### src/rtl/mni_wb_rx_if.sv
// Bundle of the three channels of the writeback receiver:
// the halfword input stream, the memory write port and the acknowledge port.
interface mni_wb_rx_if;
  logic        in_valid;
  logic [15:0] in_data;
  logic        in_stall;
  logic        mem_wr_valid;
  logic        mem_wr_stall;
  logic [31:0] mem_wr_adr;
  logic [31:0] mem_wr_data;
  logic        mem_wr_last;
  logic        ack_valid;
  logic        ack_stall;
  logic [31:0] ack_adr;

  modport slave (
    input  in_valid, in_data, mem_wr_stall, ack_stall,
    output in_stall, mem_wr_valid, mem_wr_adr, mem_wr_data, mem_wr_last,
           ack_valid, ack_adr
  );

  modport master (
    output in_valid, in_data, mem_wr_stall, ack_stall,
    input  in_stall, mem_wr_valid, mem_wr_adr, mem_wr_data, mem_wr_last,
           ack_valid, ack_adr
  );
endinterface

### src/rtl/mni_wb_rx.sv
// Writeback packet receiver: turns the 16-bit packet stream back into
// line-aligned 32-bit memory writes, then acknowledges with the reply address.
module mni_wb_rx #(
  parameter int WORDS_LOG2 = 4
) (
  input  logic         clk_ni,
  input  logic         rst_ni,
  mni_wb_rx_if.slave   bus
);

  localparam int WORDS    = 1 << WORDS_LOG2;
  localparam int LINE_LSB = WORDS_LOG2 + 2;
  localparam logic [WORDS_LOG2-1:0] LAST_IDX = WORDS_LOG2'(WORDS - 1);

  typedef enum logic [6:0] {
    IDLE      = 7'b0000001,
    ADR_LOW   = 7'b0000010,
    REP_HIGH  = 7'b0000100,
    REP_LOW   = 7'b0001000,
    DATA_HIGH = 7'b0010000,
    DATA_LOW  = 7'b0100000,
    ACK       = 7'b1000000
  } state_t;

  state_t                  state_q;
  // Only the line-aligned part of the address is kept; the offset bits are dropped.
  logic [31:LINE_LSB]      adr_q;
  logic [31:0]             rep_q;
  logic [15:0]             hi_q;
  logic [WORDS_LOG2-1:0]   widx_q;
  logic                    wr_valid_q;
  logic [31:0]             wr_adr_q;
  logic [31:0]             wr_data_q;
  logic                    wr_last_q;
  logic                    ack_valid_q;
  logic [31:0]             ack_adr_q;

  logic in_stall;
  logic in_fire;
  logic wr_fire;
  logic ack_fire;
  logic last_word;

  // A new word may load in the same cycle the pending one drains.
  assign in_stall  = (state_q == ACK) |
                     ((state_q == DATA_LOW) & wr_valid_q & bus.mem_wr_stall);
  assign in_fire   = bus.in_valid & ~in_stall;
  assign wr_fire   = wr_valid_q & ~bus.mem_wr_stall;
  assign ack_fire  = ack_valid_q & ~bus.ack_stall;
  assign last_word = (widx_q == LAST_IDX);

  always_ff @(posedge clk_ni or negedge rst_ni) begin
    if (!rst_ni) begin
      state_q     <= IDLE;
      adr_q       <= '0;
      rep_q       <= '0;
      hi_q        <= '0;
      widx_q      <= '0;
      wr_valid_q  <= 1'b0;
      wr_adr_q    <= '0;
      wr_data_q   <= '0;
      wr_last_q   <= 1'b0;
      ack_valid_q <= 1'b0;
      ack_adr_q   <= '0;
    end else begin
      if (wr_fire) begin
        wr_valid_q <= 1'b0;
      end
      if (ack_fire) begin
        ack_valid_q <= 1'b0;
      end

      case (state_q)
        IDLE: begin
          widx_q <= '0;
          if (in_fire) begin
            adr_q[31:16] <= bus.in_data;
            state_q      <= ADR_LOW;
          end
        end
        ADR_LOW: begin
          if (in_fire) begin
            adr_q[15:LINE_LSB] <= bus.in_data[15:LINE_LSB];
            state_q            <= REP_HIGH;
          end
        end
        REP_HIGH: begin
          if (in_fire) begin
            rep_q[31:16] <= bus.in_data;
            state_q      <= REP_LOW;
          end
        end
        REP_LOW: begin
          if (in_fire) begin
            rep_q[15:0] <= bus.in_data;
            state_q     <= DATA_HIGH;
          end
        end
        DATA_HIGH: begin
          if (in_fire) begin
            hi_q    <= bus.in_data;
            state_q <= DATA_LOW;
          end
        end
        DATA_LOW: begin
          if (in_fire) begin
            wr_valid_q <= 1'b1;
            wr_adr_q   <= {adr_q, widx_q, 2'b00};
            wr_data_q  <= {hi_q, bus.in_data};
            wr_last_q  <= last_word;
            widx_q     <= widx_q + 1'b1;
            state_q    <= last_word ? ACK : DATA_HIGH;
          end
        end
        ACK: begin
          // Raise the ack as soon as the final write has left the output register.
          if (ack_fire) begin
            state_q <= IDLE;
          end else if (!ack_valid_q && (!wr_valid_q || wr_fire)) begin
            ack_valid_q <= 1'b1;
            ack_adr_q   <= rep_q;
          end
        end
        default: state_q <= IDLE;
      endcase
    end
  end

  assign bus.in_stall     = in_stall;
  assign bus.mem_wr_valid = wr_valid_q;
  assign bus.mem_wr_adr   = wr_adr_q;
  assign bus.mem_wr_data  = wr_data_q;
  assign bus.mem_wr_last  = wr_last_q;
  assign bus.ack_valid    = ack_valid_q;
  assign bus.ack_adr      = ack_adr_q;

endmodule

### src/flat_wrapper.sv
// flat-port wrapper written by rule: the top's interface ports become plain ports
module mni_wb_rx_flat 
#(
  parameter int WORDS_LOG2 = 4
)
  (clk_ni, rst_ni, bus_in_valid, bus_in_data, bus_mem_wr_stall, bus_ack_stall, bus_in_stall, bus_mem_wr_valid, bus_mem_wr_adr, bus_mem_wr_data, bus_mem_wr_last, bus_ack_valid, bus_ack_adr);
  mni_wb_rx_if bus_i ();
  input  logic clk_ni;
  input  logic rst_ni;
  input wire logic [$bits(bus_i.in_valid)-1:0] bus_in_valid;
  input wire logic [$bits(bus_i.in_data)-1:0] bus_in_data;
  input wire logic [$bits(bus_i.mem_wr_stall)-1:0] bus_mem_wr_stall;
  input wire logic [$bits(bus_i.ack_stall)-1:0] bus_ack_stall;
  output wire logic [$bits(bus_i.in_stall)-1:0] bus_in_stall;
  output wire logic [$bits(bus_i.mem_wr_valid)-1:0] bus_mem_wr_valid;
  output wire logic [$bits(bus_i.mem_wr_adr)-1:0] bus_mem_wr_adr;
  output wire logic [$bits(bus_i.mem_wr_data)-1:0] bus_mem_wr_data;
  output wire logic [$bits(bus_i.mem_wr_last)-1:0] bus_mem_wr_last;
  output wire logic [$bits(bus_i.ack_valid)-1:0] bus_ack_valid;
  output wire logic [$bits(bus_i.ack_adr)-1:0] bus_ack_adr;
  assign bus_i.in_valid = bus_in_valid;
  assign bus_i.in_data = bus_in_data;
  assign bus_i.mem_wr_stall = bus_mem_wr_stall;
  assign bus_i.ack_stall = bus_ack_stall;
  assign bus_in_stall = bus_i.in_stall;
  assign bus_mem_wr_valid = bus_i.mem_wr_valid;
  assign bus_mem_wr_adr = bus_i.mem_wr_adr;
  assign bus_mem_wr_data = bus_i.mem_wr_data;
  assign bus_mem_wr_last = bus_i.mem_wr_last;
  assign bus_ack_valid = bus_i.ack_valid;
  assign bus_ack_adr = bus_i.ack_adr;
  mni_wb_rx #(.WORDS_LOG2(WORDS_LOG2)) u_core (.clk_ni(clk_ni), .rst_ni(rst_ni), .bus(bus_i));
endmodule
### config.mk
export PLATFORM = sky130hd
export DESIGN_NAME = mni_wb_rx_flat
export DESIGN_NICKNAME = d
export VERILOG_FILES = /design/src/rtl/mni_wb_rx_if.sv /design/src/rtl/mni_wb_rx.sv /design/src/flat_wrapper.sv
export SDC_FILE = /design/constraint.sdc
export NUM_CORES = 1
export LEC_CHECK = 0
export ABC_CLOCK_PERIOD_IN_PS = 2900
export BUFFER_PORTS_ARGS = -buffer_cell sky130_fd_sc_hd__buf_2
export CELL_PAD_IN_SITES_DETAIL_PLACEMENT = 0
export CELL_PAD_IN_SITES_GLOBAL_PLACEMENT = 1
export CORE_MARGIN = 10
export CORE_UTILIZATION = 49
export DETAILED_ROUTE_END_ITERATION = 8
export PLACE_DENSITY = 0.83
export SLEW_MARGIN = 20
export SYNTH_ARGS = -nofsm -noshare
export SYNTH_HDL_FRONTEND = slang
export SYNTH_SLANG_ARGS = --single-unit
export TNS_END_PERCENT = 20
### constraint.sdc
create_clock -name clk_ni -period 2.9 [get_ports clk_ni]
set_input_delay 0.29 -clock clk_ni [delete_from_list [all_inputs] [get_ports clk_ni]]
set_output_delay 0.29 -clock clk_ni [all_outputs]
set_load 0.005 [all_outputs]
## Word-level counts from Yosys, hierarchy flattened

Cells that the tools add are included.

- Eq/ne operators: 15
- Mux-type cells: 18
- Bitwise operators: 10
- Reductions and logical operators: 14
- Add/subtract/negate cells: 1

Operators by type and width:

| operator | count |
|---|---|
| 2-to-1 mux 7 bit | 8 |
| one-hot mux 7 bit (7 select lines) | 1 |
| inequality test 2 x 1 -> 1 bit, second input constant | 7 |
| AND reduction 2 bit | 7 |
| one-hot mux 4 bit (2 select lines) | 1 |
| == test 7 x 1 -> 1 bit, second input constant | 1 |
| == test 7 x 2 -> 1 bit, second input constant | 1 |
| == test 7 x 3 -> 1 bit, second input constant | 1 |
| == test 7 x 4 -> 1 bit, second input constant | 1 |
| == test 7 x 5 -> 1 bit, second input constant | 1 |
| == test 7 x 6 -> 1 bit, second input constant | 1 |
| == test 7 bit, second input constant | 1 |
| 2-to-1 mux 1 bit | 7 |
| AND reduction 7 bit | 1 |
| bitwise AND 1 bit | 5 |
| adder 4 x 1 -> 4 bit, second input constant | 1 |
| == test 4 bit, second input constant | 1 |
| 2-to-1 mux 4 bit | 1 |
| inverter 1 bit | 4 |
| AND reduction 3 bit | 1 |
| logical NOT 1 bit | 2 |
| nonzero test 2 bit | 1 |
| logical AND 1 bit | 1 |
| logical OR 1 bit | 1 |
| OR 1 bit | 1 |

- Input bits: 21
- Register bits after elaboration: 182
- Logic and storage cells: 71
- Output and inout port bits: 100

## Longest topological paths before layout

- Depth after elaboration: 8
- Gate-level depth with buffers: 7
- Depth with buffers taken out: 4

## Worst setup path after synthesis

No wires, ideal clock.

- Path type: register to register
- Start: register u_core.state_q[4]
- End: register u_core.rep_q[21]
- Cell stages (with the launch flop): 7
- Arrival: 1,872 ps
- Required time: 2,775 ps
- Path slack: 903 ps
- Period minus slack after synthesis: 1,997 ps
- Library setup time: 125 ps
- Cells stage by stage: dfrtp_1 > buf_6 > or3_4 > or4_4 > buf_6 > buf_12 > mux2_4

- Cells in the longest elaborated chain, start to end: 7
- Elaborated cells on any way between the ends: 9

Ends and longest elaborated chain:

| what | RTL line | RTL |
|---|---|---|
| from (decl) | mni_wb_rx.sv:25 | `state_t state_q;` |
| from (signal assigned) | mni_wb_rx.sv:112 | `state_q <= last_word ? ACK : DATA_HIGH;` |
| == test 7 x 6 -> 1 bit | mni_wb_rx.sv:46 | `((state_q == DATA_LOW) & wr_valid_q & bus.mem_wr_stall);` |
| bitwise AND 1 bit (2 in series) | mni_wb_rx.sv:46 |  |
| OR 1 bit | mni_wb_rx.sv:45 | `assign in_stall = (state_q == ACK) \|` |
| inverter 1 bit | mni_wb_rx.sv:47 | `assign in_fire = bus.in_valid & ~in_stall;` |
| bitwise AND 1 bit | mni_wb_rx.sv:47 |  |
| AND reduction 2 bit (no line) * | n/a |  |
| to (signal assigned) | mni_wb_rx.sv:89 | `rep_q[31:16] <= bus.in_data;` |
| to (decl) | mni_wb_rx.sv:28 | `logic [31:0] rep_q;` |

Mark *: on every way between the ends. The rest lies on a longest branch, timed or not.
A chain may end at the register's enable or synchronous reset.

## Worst setup path after layout

- Start: register u_core.state_q[4]
- End: register u_core.adr_q[23] (netlist bit)

- Cells in the longest elaborated chain, start to end: 7
- Elaborated cells on any way between the ends: 9

Ends and longest elaborated chain:

| what | RTL line | RTL |
|---|---|---|
| == test 7 x 6 -> 1 bit | mni_wb_rx.sv:46 |  |
| bitwise AND 1 bit (2 in series) | mni_wb_rx.sv:46 |  |
| OR 1 bit | mni_wb_rx.sv:45 |  |
| inverter 1 bit | mni_wb_rx.sv:47 |  |
| bitwise AND 1 bit | mni_wb_rx.sv:47 |  |
| AND reduction 2 bit (no line) * | n/a |  |
| to (signal, indexed assignment) | mni_wb_rx.sv:83 | `adr_q[15:LINE_LSB] <= bus.in_data[15:LINE_LSB];` |
| to (decl) | mni_wb_rx.sv:27 | `logic [31:LINE_LSB] adr_q;` |

Marks and branches as above.

==> impl_metrics.py <==
metrics = {
    "status": {
        "status": "finished clean",
    },
    "drt": {
        "dr_wl_met3_um": 843,
        "wl_met2_mm": 7.72,
        "vias": 4174,
        "drc_errors": 0,
        "first_pass_iters": 4,
        "wl_per_cell_um": 19.2,
        "wl_mm": 15.0,
        "ant_nets": 0,
        "via_per_inst": 5.36,
        "drt-met1-wl_mm": 6.18,
        "top_layer": "met4",
        "drt_iter0_drc": 254,
    },
    "cts": {
        "cts_tree": "done",
        "cts_sinks": 182,
        "cts-root-buf": "clkbuf_16",
        "cts_buffers": 17,
        "cts_max_path_buffers": 2,
        "path_clk_slew_ns": 0.06,
        "cts_resized": 0,
        "clk-insertion-delay-late_ns": 0.42,
        "ctsHtreeMaxLevel": 4,
    },
    "worst_setup_path": {
        "start_kind": "flip-flop",
        "r2r-start": "u_core.state_q[4]$_DFFE_PN0P_",
        "critical_path_class": "reg2reg",
        "path_cells": "nor3_1 -> nand2_1 -> nor3_4 -> buf_4 -> mux2_2",
        "crit_fanout": 11,
        "cpPeakStageDelay_ns": 0.50,
        "cp.depth": 5,
        "regToRegEndpoint": "u_core.adr_q[23]$_DFFE_PN0P_",
        "cp_data_arrival_time_ns": 2.47,
        "ff2ff_setup_slack_ns": 0.74,
        "cp-end-kind": "flip-flop",
        "crit_family": "simple AND/OR/NAND/NOR gates",
        "cp.required_ns": 3.20,
        "worst-path-buf-inv": 1,
        "cp_slowest_cell": "dfrtp_1",
        "r2r_cells": 5,
    },
    "die": {
        "core_region_area_sq_um": 14400,
        "die_w_um": 141,
        "row_count": 44,
        "die-area_sq_um": 19900,
        "fp.dieH_um": 141,
        "ios": 121,
        "start_util_pct": 49.7,
    },
    "cells_and_area": {
        "area_delta_synth_final_pct": 18.4,
        "nets": 604,
        "drive_above_1_share_pct": 56.5,
        "multi_input_area_sq_um": 2470,
        "n_fill_cell": 1159,
        "final_core_util_pct": 58.8,
        "regArea_sq_um": 4560,
        "final_cell_area_sq_um": 8490,
        "n_antenna_cell": 0,
    },
    "synth": {
        "synth_edf_count": 0,
        "synth_top_family_by_area": "multiplexers",
        "yosys_warnings": 0,
        "synth-xor-area-share_pct": 0.122,
        "syn-cell-area_sq_um": 7170,
        "synthArstFlopShare_pct": 100,
        "synth.area.mux_share_pct": 27.1,
        "syn_inst": 458,
        "synth_ff_type": "dfrtp_1",
        "synthSimpleGateAreaFrac_pct": 4.40,
        "synth_compound_area_share_pct": 2.34,
        "yosys.area_share.adder_pct": 0.175,
        "yosysSeqAreaShare_pct": 63.5,
        "yosysUniqueCellTypes": 49,
        "ys_ff_latch": 182,
        "synth_area_per_cell_sq_um": 15.7,
    },
    "pwr": {
        "switching_share_pct": 24.7,
        "internal_power_w": 0.00426,
        "power.leakage_nw": 4.61,
        "switching_power_w": 0.00140,
        "clockPowerShare_pct": 35.7,
        "p_per_area_nw_per_um2": 667,
        "p_seq_share_pct": 53.3,
        "peakVddDrop_v": 0.000346,
        "combPwrFrac_pct": 11.1,
    },
    "sta": {
        "drv_slew": 0,
        "layout_setup_ws_ns": 0.737,
        "fin_worst_skew_ns": 0.00747,
        "fin_crit_ns": 2.16,
        "hold_violations": 0,
        "fin_crit_sh_pct": 74.6,
        "slew_headroom_pct": 62.6,
        "setup_viol": 0,
        "finalSetupTns_ns": 0,
        "tightest_slew_ns": 0.561,
        "clock.fmax_ghz": 0.462,
        "rsz0062_at_grt": "false",
    },
    "worst_hold_path": {
        "holdCritPathClass": "in2reg",
        "hold_start": "bus_ack_stall",
        "holdPathStages": 2,
        "min_to": "u_core.bus.ack_valid$_DFF_PN0_",
    },
    "placed_design": {
        "pre_cts_slack_ns": 0.753,
        "dp_hpwl_mm": 10.6,
        "port_buffers": 118,
        "placed_cell_area_sq_um": 7960,
        "place.gp.congestion": 0.846,
    },
    "flow_run": {
        "cap_violations": 0,
    },
    "global_route": {
        "grt_pass1_wl_mm": 24.4,
        "grt_overflow": 0,
        "grt_max_degree": 69,
        "grt_pass1_vias": 4559,
        "antenna_found_initial": 0,
        "track_usage_pct": 15.6,
    },
}
metrics by stage:
stage,power (W),cells,hold WS (ns)
floorplan,0.00347,459,-0.00559
global placement,0.00365,746,0.293
detailed placement,0.00369,746,0.311
CTS,0.00572,779,0.0614
global route,0.00591,779,0.0706
finish,0.00566,779,0.0867
worst register-to-register path, stage by stage (launching register included):
cell,delay (ns)
dfrtp_1,0.50
nor3_1,0.28
nand2_1,0.22
nor3_4,0.41
buf_4,0.28
mux2_2,0.35
state kept, by name, summed over array words and instances, names as in the netlist, 4 cells and up:
register,count
u_core.widx_q,4
u_core.bus.ack_adr,32
u_core.hi_q,16
u_core.state_q,7
u_core.adr_q,26
u_core.bus.mem_wr_data,32
u_core.bus.mem_wr_adr,30
u_core.rep_q,32
cell type report:
class / instances / area share (%)
Clock inverter: 15 / 1.08
Clock buffer: 17 / 5.01
Sequential cell: 182 / 53.7
Timing Repair Buffer: 130 / 8.27
Inverter: 4 / 0.177
Multi-Input combinational cell: 247 / 29.1
Tap cell: 184 / 2.71
routing by layer:
layer / track usage, % / vias to the layer above
met2: 26.5 / 91
met1: 17.5 / 2178
li1: - / 1884
met5: 0 / -
met4: 6.14 / 0
met3: 5.61 / 21
what timing repair did:
item | CTS | global route
setup endpoints to repair | 0 | 0
endpoints found under the hold margin | 57 | 0
setup buffers | 0 | 0
hold buffers | 1 | 0
placed cells by master (no fill, tap or decap), types with 2 or more instances in the layout:
| master | count |
|---|---|
| buf_2 | 117 |
| conb_1 | 2 |
| buf_4 | 10 |
| nand3_1 | 5 |
| nand3b_1 | 2 |
| mux2_2 | 158 |
| inv_1 | 4 |
| nor2b_1 | 2 |
| a31oi_1 | 2 |
| mux2_4 | 10 |
| nand4_1 | 3 |
| and4b_1 | 2 |
| a21o_1 | 3 |
| a21boi_0 | 2 |
| dfrtp_1 | 181 |
| o21ai_0 | 6 |
| nand2b_1 | 2 |
| clkbuf_16 | 17 |
| nor4_4 | 2 |
| clkinv_2 | 9 |
| clkinvlp_4 | 5 |
| and3_1 | 3 |
| nor3_1 | 3 |
| a21oi_1 | 3 |
| nand2_1 | 11 |
| nor2_1 | 6 |
logic make-up after synthesis:
family / after synthesis
multiplexers: 169
flip-flops: 182
XOR/XNOR: 1
adder cells (fa/ha/maj): 1
AO/OA/AOI/OAI: 24
other: 1
AND/OR/NAND/NOR: 50
buffers and inverters: 30
cells in the mapped netlist (4+ instances only):
cell type,count,share of area (%)
nand3_1,5,0.35
nand2_1,11,0.58
clkbuf_1,10,0.52
inv_1,4,0.21
buf_2,9,0.63
mux2_4,10,2.1
dfrtp_1,181,63
o21ai_0,6,0.42
mux2_2,158,25
nor2_1,6,0.31
how the worst max path moves through the flow:
stage	startpoint	end	slack, ns
finish	u_core.state_q[4]$_DFFE_PN0P_	u_core.adr_q[23]$_DFFE_PN0P_	0.74
global route	u_core.state_q[4]$_DFFE_PN0P_	u_core.adr_q[28]$_DFFE_PN0P_	0.60
CTS	u_core.state_q[4]$_DFFE_PN0P_	u_core.adr_q[23]$_DFFE_PN0P_	0.73
detailed placement	u_core.state_q[4]$_DFFE_PN0P_	u_core.adr_q[22]$_DFFE_PN0P_	0.75
global placement	u_core.state_q[4]$_DFFE_PN0P_	u_core.adr_q[28]$_DFFE_PN0P_	0.78
floorplan	u_core.state_q[4]$_DFFE_PN0P_	u_core.rep_q[21]$_DFFE_PN0P_	0.90
power groups by stage:
| stage | Clock [W] | Combinational, W | Sequential, W |
|---|---|---|---|
| after CTS | 0.00207 | 0.000639 | 0.00301 |
| after global placement | 0 | 0.000601 | 0.00305 |
| after detailed placement | 0 | 0.000634 | 0.00306 |
| after global routing | 0.00217 | 0.000693 | 0.00305 |
| after floorplan | 0 | 0.000506 | 0.00297 |
| final | 0.00202 | 0.000627 | 0.00301 |
No activity file was read; power rests on OpenSTA's default activity.
